### config.mk
export PLATFORM = sky130hd
export DESIGN_NAME = sb_config_switch_flat
export DESIGN_NICKNAME = d
export VERILOG_FILES = /design/src/rtl/sb_config_switch_pkg.sv /design/src/rtl/sb_config_switch_if.sv /design/src/rtl/sb_config_switch_output_mux.sv /design/src/rtl/sb_config_switch.sv /design/src/flat_wrapper.sv
export SDC_FILE = /design/constraint.sdc
export NUM_CORES = 1
export LEC_CHECK = 0
export CAP_MARGIN = 10
export CORE_MARGIN = 1
export CORE_UTILIZATION = 42
export DETAILED_ROUTE_END_ITERATION = 7
export PLACE_DENSITY = 0.78
export SYNTH_ARGS = -nofsm -noshare
export SYNTH_HDL_FRONTEND = slang
export SYNTH_SLANG_ARGS = --single-unit
### constraint.sdc
create_clock -name clk -period 2 [get_ports clk]
set_input_delay 0.3 -clock clk [delete_from_list [all_inputs] [get_ports clk]]
set_output_delay 0.3 -clock clk [all_outputs]
set_load 0.005 [all_outputs]
### src/rtl/sb_config_switch_pkg.sv
// Shared constants and elaboration-time helpers for the self-configuring switch box.
// Field sizing is derived from the side count so the top and the output muxes agree.
package sb_pkg;

   localparam int unsigned TILE_LSB = 0;
   localparam int unsigned TILE_MSB = 15;
   localparam int unsigned IDX_LSB  = 16;
   localparam int unsigned IDX_MSB  = 23;

   function automatic int unsigned clog2(input int unsigned value);
      int unsigned result = 0;
      while ((32'd1 << result) < value) begin
         result++;
      end
      return result;
   endfunction

   function automatic int unsigned ceil_div(input int unsigned num, input int unsigned den);
      return (num + den - 1) / den;
   endfunction

   // One field per output: mux select plus the pipeline-enable bit on top.
   function automatic int unsigned field_w(input int unsigned num_sides);
      return clog2(num_sides) + 1;
   endfunction

   function automatic int unsigned fields_per_word(input int unsigned num_sides);
      return 32 / field_w(num_sides);
   endfunction

endpackage

### src/rtl/sb_config_switch_if.sv
// Config bus of the switch box: write/read strobes in, registered readback out.
interface sb_config_switch_if;

   logic [31:0] config_addr;
   logic [31:0] config_data;
   logic        config_we;
   logic        config_re;
   logic [31:0] read_data;
   logic        read_valid;

   modport master (
      output config_addr, config_data, config_we, config_re,
      input  read_data, read_valid
   );

   modport slave (
      input  config_addr, config_data, config_we, config_re,
      output read_data, read_valid
   );

endinterface

### src/rtl/sb_config_switch_output_mux.sv
// One output track: picks the same track from another side or the PE result, and
// optionally presents it through a pipeline register that is reloaded every cycle.
module sb_output_mux
   import sb_pkg::*;
#(
   parameter int unsigned NUM_SIDES   = 4,
   parameter int unsigned TRACK_WIDTH = 1,
   parameter int unsigned SIDE        = 0
) (
   input  logic                             clk,
   input  logic                             reset,
   input  logic [NUM_SIDES*TRACK_WIDTH-1:0] track_in,
   input  logic [TRACK_WIDTH-1:0]           pe_output,
   input  logic [clog2(NUM_SIDES)-1:0]      sel,
   input  logic                             reg_en,
   output logic [TRACK_WIDTH-1:0]           out
);

   localparam int unsigned SEL_W   = clog2(NUM_SIDES);
   localparam int unsigned NUM_SEL = 1 << SEL_W;

   logic [TRACK_WIDTH-1:0] cand [NUM_SEL];
   logic [TRACK_WIDTH-1:0] mux_val;
   logic [TRACK_WIDTH-1:0] pipe_q;

   // Select k walks the other sides in ascending order, skipping our own side.
   for (genvar k = 0; k < NUM_SEL; k++) begin : g_cand
      if (k < NUM_SIDES - 1) begin : g_other
         localparam int unsigned SRC = (k < SIDE) ? k : k + 1;
         assign cand[k] = track_in[SRC*TRACK_WIDTH +: TRACK_WIDTH];
      end else if (k == NUM_SIDES - 1) begin : g_pe
         assign cand[k] = pe_output;
      end else begin : g_zero
         assign cand[k] = '0;
      end
   end

   assign mux_val = cand[sel];

   always_ff @(posedge clk) begin
      if (reset) begin
         pipe_q <= '0;
      end else begin
         pipe_q <= mux_val;
      end
   end

   assign out = reg_en ? pipe_q : mux_val;

   // A track never routes back to its own side.
   logic unused_own;
   assign unused_own = ^track_in[SIDE*TRACK_WIDTH +: TRACK_WIDTH];

endmodule

### src/rtl/sb_config_switch.sv
// Self-configuring switch box: address decode against tile_id, per-output config fields
// packed into 32-bit words, registered readback, and one output mux per track.
module sb_config_switch
   import sb_pkg::*;
#(
   parameter int unsigned NUM_SIDES      = 4,
   parameter int unsigned NUM_TRACKS     = 4,
   parameter int unsigned TRACK_WIDTH    = 1,
   parameter int unsigned CONFIG_ID_BASE = 0
) (
   input  logic                                        clk,
   input  logic                                        reset,
   sb_config_switch_if.slave                           cfg,
   input  logic [15:0]                                 tile_id,
   input  logic [NUM_SIDES*NUM_TRACKS*TRACK_WIDTH-1:0] in_wires,
   input  logic [TRACK_WIDTH-1:0]                      pe_output,
   output logic [NUM_SIDES*NUM_TRACKS*TRACK_WIDTH-1:0] out_wires
);

   localparam int unsigned SEL_W           = clog2(NUM_SIDES);
   localparam int unsigned FIELD_W         = field_w(NUM_SIDES);
   localparam int unsigned FIELDS_PER_WORD = fields_per_word(NUM_SIDES);
   localparam int unsigned NUM_OUTS        = NUM_SIDES * NUM_TRACKS;
   localparam int unsigned NUM_WORDS       = ceil_div(NUM_OUTS, FIELDS_PER_WORD);

   if (NUM_SIDES < 2) begin : g_bad_sides
      $error("sb_config_switch needs at least two sides");
   end
   if (NUM_WORDS + CONFIG_ID_BASE > 256) begin : g_bad_words
      $error("sb_config_switch config words exceed the 8-bit index space");
   end

   logic [8:0]         idx_rel;
   logic [7:0]         word_idx;
   logic               hit;
   logic               wr_en;
   logic               rd_en;
   logic [FIELD_W-1:0] cfg_q [NUM_OUTS];
   logic [FIELD_W-1:0] cfg_d [NUM_OUTS];
   logic [31:0]        rd_word;
   logic [31:0]        read_data_q, read_data_d;
   logic               read_valid_q, read_valid_d;

   // Indices below the base wrap to >= 257, so one compare covers both bounds.
   assign idx_rel  = {1'b0, cfg.config_addr[IDX_MSB:IDX_LSB]} - 9'(CONFIG_ID_BASE);
   assign word_idx = idx_rel[7:0];
   assign hit      = (cfg.config_addr[TILE_MSB:TILE_LSB] == tile_id) &&
                     (idx_rel < 9'(NUM_WORDS));
   assign wr_en    = cfg.config_we && hit;
   assign rd_en    = cfg.config_re && hit;

   // Config is held per field, so unused word bits are never stored.
   always_comb begin
      cfg_d = cfg_q;
      for (int o = 0; o < NUM_OUTS; o++) begin
         if (wr_en && word_idx == 8'(o / FIELDS_PER_WORD)) begin
            cfg_d[o] = cfg.config_data[(o % FIELDS_PER_WORD)*FIELD_W +: FIELD_W];
         end
      end
   end

   always_comb begin
      rd_word = '0;
      for (int o = 0; o < NUM_OUTS; o++) begin
         if (word_idx == 8'(o / FIELDS_PER_WORD)) begin
            rd_word[(o % FIELDS_PER_WORD)*FIELD_W +: FIELD_W] = cfg_q[o];
         end
      end
   end

   always_comb begin
      read_valid_d = rd_en;
      read_data_d  = rd_en ? rd_word : read_data_q;
   end

   always_ff @(posedge clk) begin
      if (reset) begin
         cfg_q        <= '{default: '0};
         read_data_q  <= '0;
         read_valid_q <= 1'b0;
      end else begin
         cfg_q        <= cfg_d;
         read_data_q  <= read_data_d;
         read_valid_q <= read_valid_d;
      end
   end

   assign cfg.read_data  = read_data_q;
   assign cfg.read_valid = read_valid_q;

   // Track t of every side, gathered once and shared by all outputs on track t.
   logic [NUM_SIDES*TRACK_WIDTH-1:0] track_bus [NUM_TRACKS];

   for (genvar t = 0; t < NUM_TRACKS; t++) begin : g_bus
      for (genvar k = 0; k < NUM_SIDES; k++) begin : g_side
         assign track_bus[t][k*TRACK_WIDTH +: TRACK_WIDTH] =
            in_wires[(k*NUM_TRACKS+t)*TRACK_WIDTH +: TRACK_WIDTH];
      end
   end

   for (genvar s = 0; s < NUM_SIDES; s++) begin : g_out_side
      for (genvar t = 0; t < NUM_TRACKS; t++) begin : g_out_track
         localparam int unsigned O = s * NUM_TRACKS + t;
         sb_output_mux #(
            .NUM_SIDES   (NUM_SIDES),
            .TRACK_WIDTH (TRACK_WIDTH),
            .SIDE        (s)
         ) u_mux (
            .clk       (clk),
            .reset     (reset),
            .track_in  (track_bus[t]),
            .pe_output (pe_output),
            .sel       (cfg_q[O][SEL_W-1:0]),
            .reg_en    (cfg_q[O][SEL_W]),
            .out       (out_wires[O*TRACK_WIDTH +: TRACK_WIDTH])
         );
      end
   end

   logic unused_cfg;
   assign unused_cfg = ^{cfg.config_addr[31:24], cfg.config_data};

endmodule
### src/flat_wrapper.sv
// flat-port wrapper written by rule: the top's interface ports become plain ports
module sb_config_switch_flat import sb_pkg::*;
#(
   parameter int unsigned NUM_SIDES      = 4,
   parameter int unsigned NUM_TRACKS     = 4,
   parameter int unsigned TRACK_WIDTH    = 1,
   parameter int unsigned CONFIG_ID_BASE = 0
)
  (clk, reset, tile_id, in_wires, pe_output, out_wires, cfg_config_addr, cfg_config_data, cfg_config_we, cfg_config_re, cfg_read_data, cfg_read_valid);
  sb_config_switch_if cfg_i ();
  input  logic clk;
  input  logic reset;
  input  logic [15:0] tile_id;
  input  logic [NUM_SIDES*NUM_TRACKS*TRACK_WIDTH-1:0] in_wires;
  input  logic [TRACK_WIDTH-1:0] pe_output;
  output logic [NUM_SIDES*NUM_TRACKS*TRACK_WIDTH-1:0] out_wires;
  input wire logic [$bits(cfg_i.config_addr)-1:0] cfg_config_addr;
  input wire logic [$bits(cfg_i.config_data)-1:0] cfg_config_data;
  input wire logic [$bits(cfg_i.config_we)-1:0] cfg_config_we;
  input wire logic [$bits(cfg_i.config_re)-1:0] cfg_config_re;
  output wire logic [$bits(cfg_i.read_data)-1:0] cfg_read_data;
  output wire logic [$bits(cfg_i.read_valid)-1:0] cfg_read_valid;
  assign cfg_i.config_addr = cfg_config_addr;
  assign cfg_i.config_data = cfg_config_data;
  assign cfg_i.config_we = cfg_config_we;
  assign cfg_i.config_re = cfg_config_re;
  assign cfg_read_data = cfg_i.read_data;
  assign cfg_read_valid = cfg_i.read_valid;
  sb_config_switch #(.NUM_SIDES(NUM_SIDES), .NUM_TRACKS(NUM_TRACKS), .TRACK_WIDTH(TRACK_WIDTH), .CONFIG_ID_BASE(CONFIG_ID_BASE)) u_core (.clk(clk), .reset(reset), .cfg(cfg_i), .tile_id(tile_id), .in_wires(in_wires), .pe_output(pe_output), .out_wires(out_wires));
endmodule
; ---- Word-level counts from Yosys, hierarchy flattened
; Index checks and enable logic that the tools add are counted.
[op_classes]
bitwise_logic = 16
n_eq_ne = 2
magnitude_cmp = 17
reduce_logical = 6
n_mux = 80
[op_table]
columns = op, count
row1 = $ge A3 B3 Y1 const B, 16
row2 = $mux W1, 48
row3 = $mux W3, 16
row4 = $not A2 Y3, 16
row5 = $bmux W1 S2, 16
row6 = $eq A16 B16 Y1, 1
row7 = $eq A8 B1 Y1 const B, 1
row8 = $logic_not A8 Y1, 1
row9 = $lt A8 B2 Y1 const B, 1
row10 = $logic_and A1 B1 Y1, 5
[word_totals]
ff_bits = 95
word_cells = 155
in_bits = 101

; ---- Logic depth before layout (Yosys ltp)
; Gate-level depths: netlist of the first run.
[depth]
ltp_word = 5
mapped_depth = 8

; ---- By module
; From an unflattened synthesis of the first run, not the netlist that was laid out.
[hier_totals]
hier_cells = 460
area_unflattened_um2 = 4520.6
[by_module_without_submodules]
columns = module, seq_area_each_um2, n_inst, area_each_um2, cells_each
row1 = sb_config_switch, 1581.5, 1, 3559.7, 396
row2 = sb_output_mux, 20.0, 16, 60.1, 4

; ---- Worst setup path after synthesis of the first run
; Ideal clock, no wire load.
[synth_timing]
path_type = input to register
startpoint = in cfg_config_addr[20]
endpoint = reg u_core.read_data_q[18], in the netlist u_core.cfg.read_data[18]
required_time_ps = 1928
path_buffers = 3
setup_slack_ps = 87
path_stages = 8
t_arrival_ps = 1841
cell_sequence = or4_4 > nor4_4 > and2_1 > buf_2 > and3_1 > buf_4 > buf_8 > mux2i_1
[synth_via]
elab_chain_len = 3
word_cells_on_any_way = 5
cone_classes = order compare: 1 / mux: 1 / reduce/logical: 3
[synth_lines]
columns = item, line
row1 = "start, declared", flat_wrapper.sv:17  ; input wire logic [$bits(cfg_i.config_addr)-1:0] cfg_config_addr;
row2 = $lt A8 B2 Y1, sb_config_switch.sv:48  ; (idx_rel < 9'(NUM_WORDS));
row3 = $logic_and A1 B1 Y1, sb_config_switch.sv:47  ; assign hit = (cfg.config_addr[TILE_MSB:TILE_LSB] == tile_id) &&
row4 = $logic_and A1 B1 Y1, sb_config_switch.sv:50  ; assign rd_en = cfg.config_re && hit;
row5 = "end signal, assigned", sb_config_switch.sv:83  ; read_data_q <= read_data_d;
row6 = "end, declared", sb_config_switch.sv:41  ; logic [31:0] read_data_q, read_data_d;
; Parallel ways exist; a longest one is shown, timed or not.
; A chain may end at the register's enable or synchronous reset.

; ---- Worst setup path in the final report of the first run
[layout_timing]
startpoint = reg u_core.cfg_q[22] in the netlist's numbering
endpoint = out out_wires[8]
[layout_via]
elab_chain_len = 5
[layout_lines]
columns = item, line
row1 = "start, declared", sb_config_switch.sv:38  ; logic [FIELD_W-1:0] cfg_q [NUM_OUTS];
row2 = "start signal, assigned", sb_config_switch.sv:82  ; cfg_q <= cfg_d;
row3 = $not A2 Y3 (implied by the code), sb_config_switch_output_mux.sv:38  ; assign mux_val = cand[sel];
row4 = $bmux W1 S2, sb_config_switch_output_mux.sv:38
row5 = $mux W1 (implied by the code) (2 in a row), sb_config_switch_output_mux.sv:38
row6 = $mux W1, sb_config_switch_output_mux.sv:48  ; assign out = reg_en ? pipe_q : mux_val;
row7 = "end, declared", flat_wrapper.sv:16  ; output logic [NUM_SIDES*NUM_TRACKS*TRACK_WIDTH-1:0] out_wires;
; No other way between the ends. The select of a mux whose other input is x is not followed.

==> impl_metrics.tcl, run 1 <==
set metrics [dict create \
    status "completed" \
    cts_buffers 9 \
    slowest_delay_ps 550 \
    synth-compound-area-share 0.157 \
    finalSetupViolCount 0 \
    slew-limit-headroom 0.611 \
    vdd_drop_max_mv 0.430 \
    cts_root_buf "clkbuf_8" \
    track_usage 0.255 \
    routed_wl_mm 14.8 \
    crit_fanout 2 \
    grt_pass1_wl_mm 22.6 \
    synth_xor_area_frac 0.0302 \
    synth_top_family_by_area "multiplexers" \
    htreeDepth 3 \
    vias 4421 \
    grt_pass1_vias 4311 \
    synth-adder-area-share 0 \
    core-area_sq_um 10500 \
    worst_setup_path_end_kind "primary output" \
    synth_mux_area_frac 0.181 \
    syn_inst 478 \
    drt_iter0_markers 289 \
    worstMarginPinSlew_ps 583 \
    wl_per_cell_um 20.0 \
    final_common_cell "clkdlybuf4s50_1" \
    die_h_um 107 \
    seqCellArea_sq_um 1920 \
    fmax_mhz 503 \
    clk_pin_slew_ps 100 \
    avgSynthCellArea_sq_um 9.70 \
    nets 701 \
    slew_viol_final 0 \
    rows 37 \
    syn_to_final_growth_pct 40.7 \
    dp_hpwl_mm 9.47 \
    worstPathRequired_ps 1700 \
    path_class "flop to primary output" \
    cts_tree "built" \
    cp.buffers_inverters 1 \
    fin_cells 742 \
    crit_slowest_cell "mux4_2" \
    power_density_nw_per_um2 578 \
    netlist_area_sq_um 4640 \
    hold_viol_final 0 \
    period_share 0.994 \
    antenna_found_initial 1 \
    ant_nets 0 \
    cts_max_path_buffers 2 \
    cpLargestDelayFamily "multiplexers" \
    dp.cells 706 \
    yosysWarnings 0 \
    cts_num_sinks 95 \
    seq_area_frac_synth 0.410 \
    finalCriticalPeriod_ps 1990 \
    clock-skew-final_ps 13.6 \
    ys_types 27 \
    vias_per_cell 5.96 \
    first_pass_iters 4 \
    initial_core_util 0.441 \
    rsz0062_at_grt "true" \
    io_pins 150 \
    die_w_um 107 \
    worstHoldPathType "primary input to flop" \
    startpoint_type "flop" \
    hold_buffers 0 \
    crit_arrival_ps 1690 \
    synth-simple-area-share 0.138 \
    die_area_sq_um 11500 \
    path_cells "mux4_2 > mux2_4 > buf_6" \
    gp_congestion 0.845 \
    pre_cts_slack_ps -462 \
    synth_seq_cells 95 \
    grt_remaining_overflow 0 \
    drc 0 \
    most-common-layout-cells "clkdlybuf4s50_1, dfxtp_1, nand4_1, a21oi_1, o21ai_0" \
    clk_latency_ps 380 \
    leakage_nw 2.31 \
    multi_input_area_sq_um 2440 \
    max_cap_violations 0 \
    io_buffers 137 \
    finalWorstSetupSlack_ps 12.8 \
    grt_start_max_net_pins 58 \
    holdWs_ps 449 \
    setup_tns_ps 0 \
    final_layout_size_suffix_gt1_frac 0.218 \
    fill_cells 876 \
]
==> report_power, final <==
group	total [mW]	switching, mW	leakage [nW]	internal (mW)
Combinational	0.439	0.185	1.42	0.254
Sequential	1.91	0.00531	0.778	1.91
Clock	1.42	0.688	0.116	0.734
Total	3.77	0.879	2.31	2.89
==> sequential cells by signal (all words and copies together) (netlist names) <==
name / count
u_core.g_out_side.g_out_track.u_mux.pipe_q: 16
u_core.cfg.read_data: 30
u_core.cfg.read_valid: 1
u_core.cfg_q: 48
==> what timing repair did <==
action,4_1_cts,5_1_grt
gates cloned,2,3
setup buffers,12,2
gates resized for setup,111,22
pin swaps,0,3
endpoints found under the setup margin,32,74
==> layout make-up <==
cell class,instances,share of cell area
Multi-Input combinational cell,316,0.374
Sequential cell,95,0.295
Timing Repair Buffer,178,0.271
Tap cell,136,0.0261
Clock buffer,10,0.0211
Clock inverter,6,0.0129
Antenna cell,1,0.000384
==> stage by stage <==
stage,util,power [mW],area [sq um]
finish,0.621,3.77,6520
floorplan,-,2.12,4640
detailed placement,0.575,2.39,6040
CTS,0.610,3.76,6410
global route,0.621,3.87,6520
global placement,0.575,2.39,6040
==> cells in the mapped netlist <==
master,instances,area share
buf_2,10,0.011
a211oi_1,18,0.029
mux2_2,16,0.039
nor4_1,4,0.0054
nand4_1,48,0.065
buf_8,1,0.0032
dfxtp_1,95,0.41
a31oi_1,18,0.024
or4_4,1,0.0024
o21ai_0,48,0.052
nor4_4,1,0.0046
mux2i_1,30,0.065
buf_6,2,0.0049
nor2b_1,17,0.023
clkbuf_1,32,0.026
nand2_1,12,0.0097
a21oi_1,48,0.052
and2_1,2,0.0027
and4b_1,1,0.0022
xor2_1,16,0.030
nand2b_1,12,0.016
nand3_1,3,0.0032
mux4_2,16,0.078
and3_1,2,0.0027
conb_1,1,0.00081
nor3b_1,1,0.0016
buf_4,23,0.037
==> cell families after synthesis <==
logic type	count (synthesis)
XOR/XNOR	16
other	1
buffers and inverters	68
multiplexers	62
flip-flops	95
AO/OA/AOI/OAI	132
AND/OR/NAND/NOR	104
==> worst register-to-register path, cell delays in order (launching register included) <==
cell and delay [ps]:
dfxtp_2 350, mux4_2 550, nor2b_1 160
==> path summary, 6_finish.rpt <==
path | startpoint | slack (ps) | cells past startpoint | to
max | u_core.cfg_q[22]$_SDFFE_PP0P_ | 10 | 3 | out_wires[8]
min | reset | 450 | 5 | u_core.cfg.read_data[23]$_SDFFE_PP0P_
max reg2reg | u_core.cfg_q[22]$_SDFFE_PP0P_ | 820 | 2 | u_core.g_out_side[2].g_out_track[0].u_mux.pipe_q$_SDFF_PP0_
min reg2reg | u_core.cfg.read_data[19]$_SDFFE_PP0P_ | 480 | 2 | u_core.cfg.read_data[19]$_SDFFE_PP0P_
==> metal layers <==
layer	track usage	vias up	wire length (um)
met5	0	-	13
met4	0.0939	2	284
met3	0.0565	28	1330
met2	0.419	256	7140
met1	0.328	2124	6070
li1	-	2011	-
(Power assumes the default switching activity.)
==> inputs of run 2 (changes only) <==
--- a/config.mk
+++ b/config.mk
@@ -8,6 +8,7 @@
 export CAP_MARGIN = 10
 export CORE_MARGIN = 1
 export CORE_UTILIZATION = 42
+export CTS_CLUSTER_DIAMETER = 30
 export DETAILED_ROUTE_END_ITERATION = 7
 export PLACE_DENSITY = 0.78
 export SYNTH_ARGS = -nofsm -noshare
==> results of run 2 <==
The final DEF is identical to that of run 1; final timing and power are the same.
